<file path="src/rtl/sata_link_pkg.sv">
// Shared types and constants for the SATA link-layer transmit arbiter.
package sata_link_pkg;

   // Arbiter ownership states: idle, or streaming a frame from requester 0/1.
   typedef enum logic [1:0] {
      IDLE = 2'd0,
      OWN0 = 2'd1,
      OWN1 = 2'd2
   } arb_state_e;

   // Default tuser layout is {drop, err, keep[3:0], sop, eop}.
   localparam int USER_W_DEF  = 8;
   localparam int SOP_BIT_DEF = 1;
   localparam int EOP_BIT_DEF = 0;

   // Width of the completed-frame counters.
   localparam int CNT_W = 16;

   // One-hot owner code presented on the grant port for a given state.
   function automatic logic [1:0] state_to_grant(input arb_state_e s);
      logic [1:0] g;
      case (s)
         OWN0:    g = 2'b01;
         OWN1:    g = 2'b10;
         default: g = 2'b00;
      endcase
      return g;
   endfunction

endpackage

</file>
<file path="src/rtl/sata_link_tx_arb.sv">
// Two-requester frame arbiter in front of the SATA link egress buffer.
// Requester 0 carries transport data, requester 1 carries control FISes.
// A grant is taken only on a sop beat and held until the eop handshake;
// stray non-sop beats seen while idle are swallowed.
// Optional statistics (frame counters, orphan pulse): define SATA_TX_ARB_STAT_EN.
module sata_link_tx_arb
   import sata_link_pkg::*;
#(
   parameter int USER_W  = USER_W_DEF,
   parameter int SOP_BIT = SOP_BIT_DEF,
   parameter int EOP_BIT = EOP_BIT_DEF
) (
   input  logic              clk,
   input  logic              rst_n,
   input  logic [31:0]       s0_aixs_tdata,
   input  logic [USER_W-1:0] s0_aixs_tuser,
   input  logic              s0_aixs_tvalid,
   output logic              s0_aixs_tready,
   input  logic [31:0]       s1_aixs_tdata,
   input  logic [USER_W-1:0] s1_aixs_tuser,
   input  logic              s1_aixs_tvalid,
   output logic              s1_aixs_tready,
   output logic [31:0]       m_aixs_tdata,
   output logic [USER_W-1:0] m_aixs_tuser,
   output logic              m_aixs_tvalid,
   input  logic              m_aixs_tready,
   input  logic              buffer_full,
   output logic [1:0]        grant,
   output logic              orphan_err,
   output logic [CNT_W-1:0]  frame_cnt0,
   output logic [CNT_W-1:0]  frame_cnt1
);

   arb_state_e state_q, state_d;
   logic       last_grant_q, last_grant_d;
   logic [1:0] grant_q, grant_d;

   logic s0_sop, s1_sop, s0_eop, s1_eop;
   logic elig0, elig1;
   logic eop_hs0, eop_hs1;

   assign s0_sop = s0_aixs_tuser[SOP_BIT];
   assign s1_sop = s1_aixs_tuser[SOP_BIT];
   assign s0_eop = s0_aixs_tuser[EOP_BIT];
   assign s1_eop = s1_aixs_tuser[EOP_BIT];

   // A new frame may only start when the egress buffer has room for it.
   assign elig0 = s0_aixs_tvalid & s0_sop & ~buffer_full;
   assign elig1 = s1_aixs_tvalid & s1_sop & ~buffer_full;

   assign eop_hs0 = (state_q == OWN0) & s0_aixs_tvalid & m_aixs_tready & s0_eop;
   assign eop_hs1 = (state_q == OWN1) & s1_aixs_tvalid & m_aixs_tready & s1_eop;

   // Next-state: round-robin on ties, release the grant after the eop handshake.
   always_comb begin
      state_d      = state_q;
      last_grant_d = last_grant_q;
      case (state_q)
         IDLE: begin
            if (elig0 && elig1) begin
               state_d = last_grant_q ? OWN0 : OWN1;
            end else if (elig0) begin
               state_d = OWN0;
            end else if (elig1) begin
               state_d = OWN1;
            end
         end
         OWN0: begin
            if (eop_hs0) begin
               state_d = IDLE;
            end
         end
         OWN1: begin
            if (eop_hs1) begin
               state_d = IDLE;
            end
         end
         default: state_d = IDLE;
      endcase
      if (state_q == IDLE && state_d == OWN0) begin
         last_grant_d = 1'b0;
      end else if (state_q == IDLE && state_d == OWN1) begin
         last_grant_d = 1'b1;
      end
      grant_d = state_to_grant(state_d);
   end

   // FSM state, round-robin pointer and registered grant.
   always_ff @(posedge clk or negedge rst_n) begin
      if (!rst_n) begin
         state_q      <= IDLE;
         last_grant_q <= 1'b1;
         grant_q      <= 2'b00;
      end else begin
         state_q      <= state_d;
         last_grant_q <= last_grant_d;
         grant_q      <= grant_d;
      end
   end

   assign grant = grant_q;

   // Datapath mux; idle readies are gated by rst_n so they drop during reset.
   always_comb begin
      m_aixs_tdata   = '0;
      m_aixs_tuser   = '0;
      m_aixs_tvalid  = 1'b0;
      s0_aixs_tready = 1'b0;
      s1_aixs_tready = 1'b0;
      case (state_q)
         IDLE: begin
            s0_aixs_tready = rst_n & s0_aixs_tvalid & ~s0_sop;
            s1_aixs_tready = rst_n & s1_aixs_tvalid & ~s1_sop;
         end
         OWN0: begin
            m_aixs_tdata   = s0_aixs_tdata;
            m_aixs_tuser   = s0_aixs_tuser;
            m_aixs_tvalid  = s0_aixs_tvalid;
            s0_aixs_tready = m_aixs_tready;
         end
         OWN1: begin
            m_aixs_tdata   = s1_aixs_tdata;
            m_aixs_tuser   = s1_aixs_tuser;
            m_aixs_tvalid  = s1_aixs_tvalid;
            s1_aixs_tready = m_aixs_tready;
         end
         default: begin
            m_aixs_tvalid  = 1'b0;
         end
      endcase
   end

`ifdef SATA_TX_ARB_STAT_EN
   logic [CNT_W-1:0] cnt0_q, cnt1_q;
   logic [CNT_W-1:0] cnt0_d, cnt1_d;

   // Counter increment on each eop handshake; natural wrap at full scale.
   always_comb begin
      cnt0_d = cnt0_q;
      cnt1_d = cnt1_q;
      if (eop_hs0) begin
         cnt0_d = cnt0_q + 1'b1;
      end
      if (eop_hs1) begin
         cnt1_d = cnt1_q + 1'b1;
      end
   end

   // Completed-frame counters.
   always_ff @(posedge clk or negedge rst_n) begin
      if (!rst_n) begin
         cnt0_q <= '0;
         cnt1_q <= '0;
      end else begin
         cnt0_q <= cnt0_d;
         cnt1_q <= cnt1_d;
      end
   end

   assign frame_cnt0 = cnt0_q;
   assign frame_cnt1 = cnt1_q;
   // Pulses in the same cycle the orphan beat is swallowed.
   assign orphan_err = rst_n & (state_q == IDLE) &
                       ((s0_aixs_tvalid & ~s0_sop) | (s1_aixs_tvalid & ~s1_sop));
`else
   assign frame_cnt0 = '0;
   assign frame_cnt1 = '0;
   assign orphan_err = 1'b0;
`endif

endmodule
</file>
<file path="config.mk">
export PLATFORM = sky130hd
export DESIGN_NAME = sata_link_tx_arb
export DESIGN_NICKNAME = d
export VERILOG_FILES = /design/src/rtl/sata_link_pkg.sv /design/src/rtl/sata_link_tx_arb.sv
export SDC_FILE = /design/constraint.sdc
export NUM_CORES = 1
export LEC_CHECK = 0
export BUFFER_PORTS_ARGS = -buffer_cell sky130_fd_sc_hd__buf_2
export CELL_PAD_IN_SITES_DETAIL_PLACEMENT = 0
export CELL_PAD_IN_SITES_GLOBAL_PLACEMENT = 1
export CORE_ASPECT_RATIO = 0.8
export CORE_UTILIZATION = 19
export CTS_BUF_LIST = sky130_fd_sc_hd__clkbuf_8 sky130_fd_sc_hd__clkbuf_16
export DETAILED_ROUTE_END_ITERATION = 7
export HOLD_SLACK_MARGIN = 0.08
export PLACE_DENSITY = 0.84
export SLEW_MARGIN = 15
export SYNTH_ARGS = -nofsm -noshare
export SYNTH_HDL_FRONTEND = slang
export SYNTH_SLANG_ARGS = --single-unit
</file>
<file path="constraint.sdc">
create_clock -name clk -period 1.8 [get_ports clk]
set_input_delay 0.18 -clock clk [delete_from_list [all_inputs] [get_ports clk]]
set_output_delay 0.18 -clock clk [all_outputs]
set_load 0.02 [all_outputs]
</file>
-- Word level (Yosys, flattened, before mapping)
Cells that the tools add are included.
- register bits: 5
- bits of input ports: 86
- output and inout port bits: 78
- word-level logic and storage cells: 44
- equality and inequality tests: 4
- multiplexer cells: 15
- bitwise logic cells: 17
- reductions and logical operators: 5
- operator list (cell ; count):
    $pmux 32 s2 ; 1
    $pmux 8 s2 ; 1
    $and 1x1->1 ; 14
    $mux 2 ; 6
    $pmux 1 s2 ; 3
    $pmux 2 s3 ; 1
    $eq 2x1->1 const B ; 2
    $eq 2x2->1 const B ; 2
    $pmux 2 s2 ; 1
    $logic_and 1x1->1 ; 3
    $not 1->1 ; 3
    $logic_not 2->1 ; 1
    $mux 1 ; 2
    $reduce_bool 2->1 ; 1

-- Logic depth before layout (Yosys ltp)
Gate-level depths: netlist of the first run.
- depth after elaboration: 10
- mapped depth: 7
- depth with buffers taken out: 6

-- Worst setup path after synthesis of the first run
OpenSTA, ideal clock, no wires.
- path kind: reg-to-output
- from: reg state_q[0]
- to: out m_aixs_tdata[0]
- data arrival time: 1530 ps
- required time: 1620 ps
- path slack: 90 ps
- cell stages (with the launch flop): 7
- buffers on the path: 2
- cell sequence: dfrtp_1 > inv_1 > ha_1 > buf_2 > buf_1 > a22oi_1 > nor2b_1
- cells in the longest elaborated chain, start to end: 2
- elaborated cells between the ends (all ways): 3
- those cells by class: eq/ne: 2; mux: 1
- ends and longest elaborated chain (element ; line ; source):
    from (decl) ; sata_link_tx_arb.sv:34 ; arb_state_e state_q, state_d;
    from (signal assigned) ; sata_link_tx_arb.sv:95 ; state_q <= state_d;
    $eq 2x2->1 / $eq 2x1->1 (equally long branches) ; sata_link_tx_arb.sv:110 ; case (state_q)
    $pmux 32 s2 * ; sata_link_tx_arb.sv:110 ;
    to (decl) ; sata_link_tx_arb.sv:23 ; output logic [31:0] m_aixs_tdata,
Every way passes the cells marked *; elsewhere a longest branch is shown, timed or not.

-- Worst setup path in the final report of the first run
- from: reg state_q[1]
- to: out m_aixs_tdata[18]
The elaborated chain is that of the path after synthesis.

==> results.ini, run 1 <==
[synth]
avgSynthCellArea_sq_um=7.34
syn-cell-area_sq_mm=0.00127
synth_simple_gate_area_share_pct=29.8
synth_flop_cell=dfrtp_1
synthMuxAreaShare_pct=0
synth_compound_area_share_pct=31.6
post_synth_num_cell_types=30
synthAdderAreaFrac_pct=3.94
synth_seq_area_share_pct=9.95
yosysWarningCount=0
synthCells=173
synth-edff-count=0
ys_seq_elements=5
synth_top_family_by_area=compound AO/OA/AOI/OAI gates
ys_async_sr_fraction_pct=100
synth-xor-area-share_pct=0

[route]
dr.first_iter.drc_count=35
avgViaCountPerCell=4.22
wl_per_cell_um=10.8
vias=1626
remaining_drc_errors=0
totalWireLength_um=4170
drtPass1Iterations=4
ant_nets=0

[placed_design]
dp_hpwl_um=3390
gp_congestion=0.741
preCtsSetupSlack_ps=101
place_area_sq_mm=0.00192
port_buffers=130

[power_and_ir_drop]
p_leak_nw=1.07
p_per_area_mw_per_mm2=1170
vdd_drop_max_v=0.000361
finalPower_mw=2.42

[job]
cap_violations=0

[timing]
finalSetupViolCount=0
fin_crit_sh_pct=95.2
fin_worst_skew_ps=1.17
hold_viol=0
tns_ps=0
setup_ws_ps=85.9
rsz0062_at_grt=false
fmax_ghz=0.583
slew_violations=0
hold_ws_ps=315
period_needed_ps=1710

[cts]
cts_tree=yes
cts_root_buffer=clkbuf_8
cts.sink_count=5
path_clk_slew_ps=30
cts_buffers=3
worstSkewPairLatency_ps=220
cts_max_path_buffers=2
htreeDepth=1

[setup_path]
cp_max_fo=20
critical_path_class=reg2out
crit_path_end_kind=output pin
cp-start-kind=flip-flop
arrival_ps=1530
cp_data_required_time_ps=1620

[die]
core_area_sq_mm=0.00641
dieArea_sq_mm=0.00702
start_util_pct=19.8
die_w_um=93.4
ios=164
rows=26
die_y_um=75.1

[cells_and_area]
synthToLayoutAreaGrowth_pct=62.8
n_antenna_cell=0
seqCellArea_sq_um=128
fill_cells=677
nNetsFinal=392
final_area_sq_mm=0.00207
multiInputGateArea_sq_um=991
drive_gt1_share_pct=51.2

[global_routing]
grt_max_degree=24
antenna_found_initial=0
grt.total_usage_pct=9.91
overflow=0
grt_pass1_vias=1205
grt_first_pass_wirelength_um=5560

[worst_hold_path]
hold_class=in2async

[run_status]
outcome=complete, no violations

-- synthesized netlist by cell type (4+ instances only) --
| library cell | n | area (sq um) |
|---|---|---|
| ha_1 | 4 | 50.1 |
| a22oi_1 | 41 | 308 |
| nand2_1 | 7 | 26.3 |
| nor2b_1 | 41 | 257 |
| clkbuf_1 | 8 | 30.0 |
| nor2_1 | 4 | 15.0 |
| buf_4 | 33 | 248 |
| buf_1 | 4 | 15.0 |
| dfrtp_1 | 4 | 100 |
-- what timing repair did --
action,CTS,global route
endpoints found under the hold margin,5,0
endpoints found under the setup margin,41,41
setup buffers,1,1
gates resized for setup,8,7
pin swaps,0,1
hold buffers,1,0
-- cells by family (layout without fill, tap and decap cells) --
kind of cell	count (synthesis)	after routing
compound gates	51	51
fa+ha+maj	4	4
buf+inv	49	145
other cells	1	33
flops	5	5
simple gates	63	63
-- per-stage QoR --
step / util (%) / cells
after floorplan: - / 205
after global placement: 29.9 / 378
after detailed placement: 29.9 / 378
after CTS: 31.5 / 384
after global routing: 32.3 / 385
final: 32.3 / 385
-- layer usage --
| metal | global-route usage, % | up-vias | share of wire (%) |
|---|---|---|---|
| li1 | - | 805 | - |
| met1 | 12.4 | 724 | 40 |
| met2 | 17.8 | 93 | 50 |
| met3 | 0.808 | 4 | 9.2 |
| met4 | 4.10 | 0 | 1.2 |
| met5 | 0 | - | 0 |
-- layout make-up --
type	count	share of cell area [%]
clock buffer	3	2.00
timing repair buffer	139	38.3
sequential	5	6.17
tap	84	5.08
inverter	2	0.363
multi-input combinational	151	47.9
clock inverter	1	0.182
-- layout by cell type, fill, tap and decap left out, types with 2 or more instances in the layout --
master / Yosys / layout
clkbuf_8: 0 / 3
a22oi_1: 41 / 41
nand2_1: 7 / 7
inv_2: 0 / 2
buf_6: 0 / 2
buf_2: 2 / 130
o21ai_0: 2 / 2
ha_4: 0 / 3
nor2b_1: 41 / 41
and2_1: 2 / 2
conb_1: 1 / 33
nand3_1: 2 / 2
nand4b_1: 2 / 2
nor2_1: 4 / 4
buf_12: 0 / 5
dfrtp_1: 4 / 3
-- critical path: stages (launching register included) --
cell and delay (ps):
dfrtp_2 450, inv_2 130, ha_4 200, buf_12 160
a22oi_1 70, nor2b_1 120, buf_2 170
-- power by group --
group	leakage [nW]	switching, mW	internal (mW)
Clock	0.0269	0.0544	0.146
Combinational	0.982	1.09	0.932
Sequential	0.0620	0.0349	0.168
-- final timing paths --
kind                            slack (ps)                     start                        to  cells past startpoint
worst max-delay path                    90      state_q[1]$_DFF_PN0_          m_aixs_tdata[18]                      6
worst min-delay path                   320                     rst_n      state_q[0]$_DFF_PN0_                      2
worst max register to register         160      state_q[0]$_DFF_PN0_        grant[0]$_DFF_PN0_                      7
worst min register to register         560  last_grant_q$_DFFE_PN1P_  last_grant_q$_DFFE_PN1P_                      2
max in group asynchronous             1270                     rst_n  last_grant_q$_DFFE_PN1P_                      2
min in group clk                       440               buffer_full  last_grant_q$_DFFE_PN1P_                      5
-- sequential cells by signal (all words and copies together), names as in the netlist --
| name | count |
|---|---|
| state_q | 2 |
| last_grant_q | 1 |
| grant | 2 |
Note: power is estimated with default switching activity, not from simulation.
==> run 2: changes to the inputs <==
--- a/config.mk
+++ b/config.mk
@@ -6,15 +6,15 @@
 export NUM_CORES = 1
 export LEC_CHECK = 0
 export BUFFER_PORTS_ARGS = -buffer_cell sky130_fd_sc_hd__buf_2
-export CELL_PAD_IN_SITES_DETAIL_PLACEMENT = 0
-export CELL_PAD_IN_SITES_GLOBAL_PLACEMENT = 1
 export CORE_ASPECT_RATIO = 0.8
-export CORE_UTILIZATION = 19
+export CORE_UTILIZATION = 32
 export CTS_BUF_LIST = sky130_fd_sc_hd__clkbuf_8 sky130_fd_sc_hd__clkbuf_16
 export DETAILED_ROUTE_END_ITERATION = 7
 export HOLD_SLACK_MARGIN = 0.08
-export PLACE_DENSITY = 0.84
+export PLACE_DENSITY = 0.85
+export RECOVER_POWER = 50
 export SLEW_MARGIN = 15
 export SYNTH_ARGS = -nofsm -noshare
 export SYNTH_HDL_FRONTEND = slang
 export SYNTH_SLANG_ARGS = --single-unit
+export TNS_END_PERCENT = 1
==> results.ini, run 2 (synthesis results as in run 1) <==
[run_status]
outcome=complete, no violations  ; unchanged

[global_routing]
grt_first_pass_wirelength_um=5400  ; was 5560 um
antenna_found_initial=0  ; unchanged
overflow=0  ; unchanged
grt_pass1_vias=1230  ; was 1,205
grt_max_degree=29  ; was 24
grt.total_usage_pct=15.7  ; was 9.91%

[placed_design]
port_buffers=130  ; unchanged
preCtsSetupSlack_ps=140  ; was 101 ps
gp_congestion=0.803  ; was 0.741
dp_hpwl_um=3170  ; was 3390 um
dp.cells=351  ; was 378

[timing]
fmax_ghz=0.556  ; was 0.583 GHz
finalSetupViolCount=0  ; unchanged
slew_violations=0  ; unchanged
hold_viol=0  ; unchanged
fin_crit_sh_pct=100  ; was 95.2%
fin_worst_skew_ps=3.58  ; was 1.17 ps
hold_ws_ps=374  ; was 315 ps
setup_ws_ps=0.498  ; was 85.9 ps
period_needed_ps=1800  ; was 1710 ps
rsz0062_at_grt=true  ; was false

[route]
wl_per_cell_um=11.8  ; was 10.8 um
remaining_drc_errors=0  ; unchanged
dr.first_iter.drc_count=72  ; was 35
totalWireLength_um=4220  ; was 4170 um
vias=1638  ; was 1,626
drtPass1Iterations=4  ; unchanged
ant_nets=0  ; unchanged
avgViaCountPerCell=4.60  ; was 4.22

[cells_and_area]
final_common_cell=buf_2  ; unchanged
layout_common_cells=buf_2, a22oi_1, buf_4  ; was buf_2, a22oi_1, nor2b_1
synthToLayoutAreaGrowth_pct=68.5  ; was 62.8%
drive_gt1_share_pct=54.8  ; was 51.2%
n_antenna_cell=0  ; unchanged
fin_cells=356  ; was 385
utilization_pct=56.3  ; was 32.3%
nNetsFinal=392  ; unchanged

[setup_path]
slowest_stage=dfrtp_1  ; was dfrtp_2
cp_max_fo=28  ; was 20
path_cells=inv_2, buf_6, ha_4, buf_12, nor2b_2, buf_4  ; was inv_2, ha_4, buf_12, a22oi_1, nor2b_1, buf_2
arrival_ps=1620  ; was 1530 ps
cp-start-kind=flip-flop  ; unchanged
path_delay_family=buffers and inverters  ; unchanged
crit_path_end_kind=output pin  ; unchanged
critical_path_class=reg2out  ; unchanged
slowest_delay_ps=420  ; was 450 ps
crit_buf_inv=4  ; was 3
cp_data_required_time_ps=1620  ; about the same

[cts]
cts_tree=yes  ; unchanged
cts_buffers=3  ; unchanged
path_clk_slew_ps=40  ; was 30 ps
cts.sink_count=5  ; unchanged
worstSkewPairLatency_ps=220  ; about the same
cts_setup_buffers=0  ; was 1
cts_root_buffer=clkbuf_8  ; unchanged
htreeDepth=1  ; unchanged
cts_max_path_buffers=2  ; unchanged

[die]
die_w_um=72.4  ; was 93.4 um
ios=164  ; unchanged
dieArea_sq_mm=0.00423  ; was 0.00702 sq mm
core_area_sq_mm=0.00380  ; was 0.00641 sq mm
rows=20  ; was 26
die_y_um=58.3  ; was 75.1 um
start_util_pct=33.4  ; was 19.8%

[power_and_ir_drop]
p_per_area_mw_per_mm2=1180  ; was 1170 mW/mm^2
finalPower_mw=2.53  ; was 2.42 mW
p_leak_nw=1.06  ; was 1.07 nW
vdd_drop_max_v=0.000687  ; was 0.000361 V

[worst_hold_path]
hold_class=in2async  ; unchanged

[job]
cap_violations=0  ; unchanged

==> run 2: what timing repair did <==
item                                    CTS  global route
hold buffers                              1             0
hold endpoints to repair                  5             0
endpoints found under the setup margin   41            41
gates resized for setup                   3            65
==> run 2: area by class of cell <==
| cell class | instances | area (sq um) |
|---|---|---|
| sequential | 5 | 128 |
| inverter | 2 | 7.51 |
| clock inverter | 1 | 3.75 |
| tap | 55 | 68.8 |
| fill | 371 | 1660 |
| timing repair buffer | 139 | 855 |
| clock buffer | 3 | 41.3 |
| multi-input combinational | 151 | 1040 |
==> run 2: where the power goes <==
part,leakage [nW],switching [mW],internal (mW)
logic,0.975,1.10,1.01
registers,0.0620,0.0395,0.168
clock network,0.0269,0.0531,0.146
total,1.06,1.20,1.33
==> run 2: worst paths after layout <==
kind	start	endpoint	slack (ps)	cells past startpoint
max	state_q[0]$_DFF_PN0_	m_aixs_tdata[3]	0.5	6
min in group clk	buffer_full	last_grant_q$_DFFE_PN1P_	410	5
min reg2reg	last_grant_q$_DFFE_PN1P_	last_grant_q$_DFFE_PN1P_	560	2
min	rst_n	grant[0]$_DFF_PN0_	370	2
max reg2reg	state_q[1]$_DFF_PN0_	grant[0]$_DFF_PN0_	170	7
max in group asynchronous	rst_n	last_grant_q$_DFFE_PN1P_	1130	2
==> run 2: through the flow <==
step | setup TNS (ps) | area [sq um]
floorplan | 0 | 1390
global placement | 0 | 1880
detailed placement | 0 | 1880
CTS | -264 | 1940
global route | -901 | 2140
finish | 0 | 2140
==> run 2: metal layers <==
layer	part of all wire, %	GRT usage [%]
met3	7.0	2.23
met2	53	27.6
met4	0.45	3.08
met5	0	0
met1	40	20.7
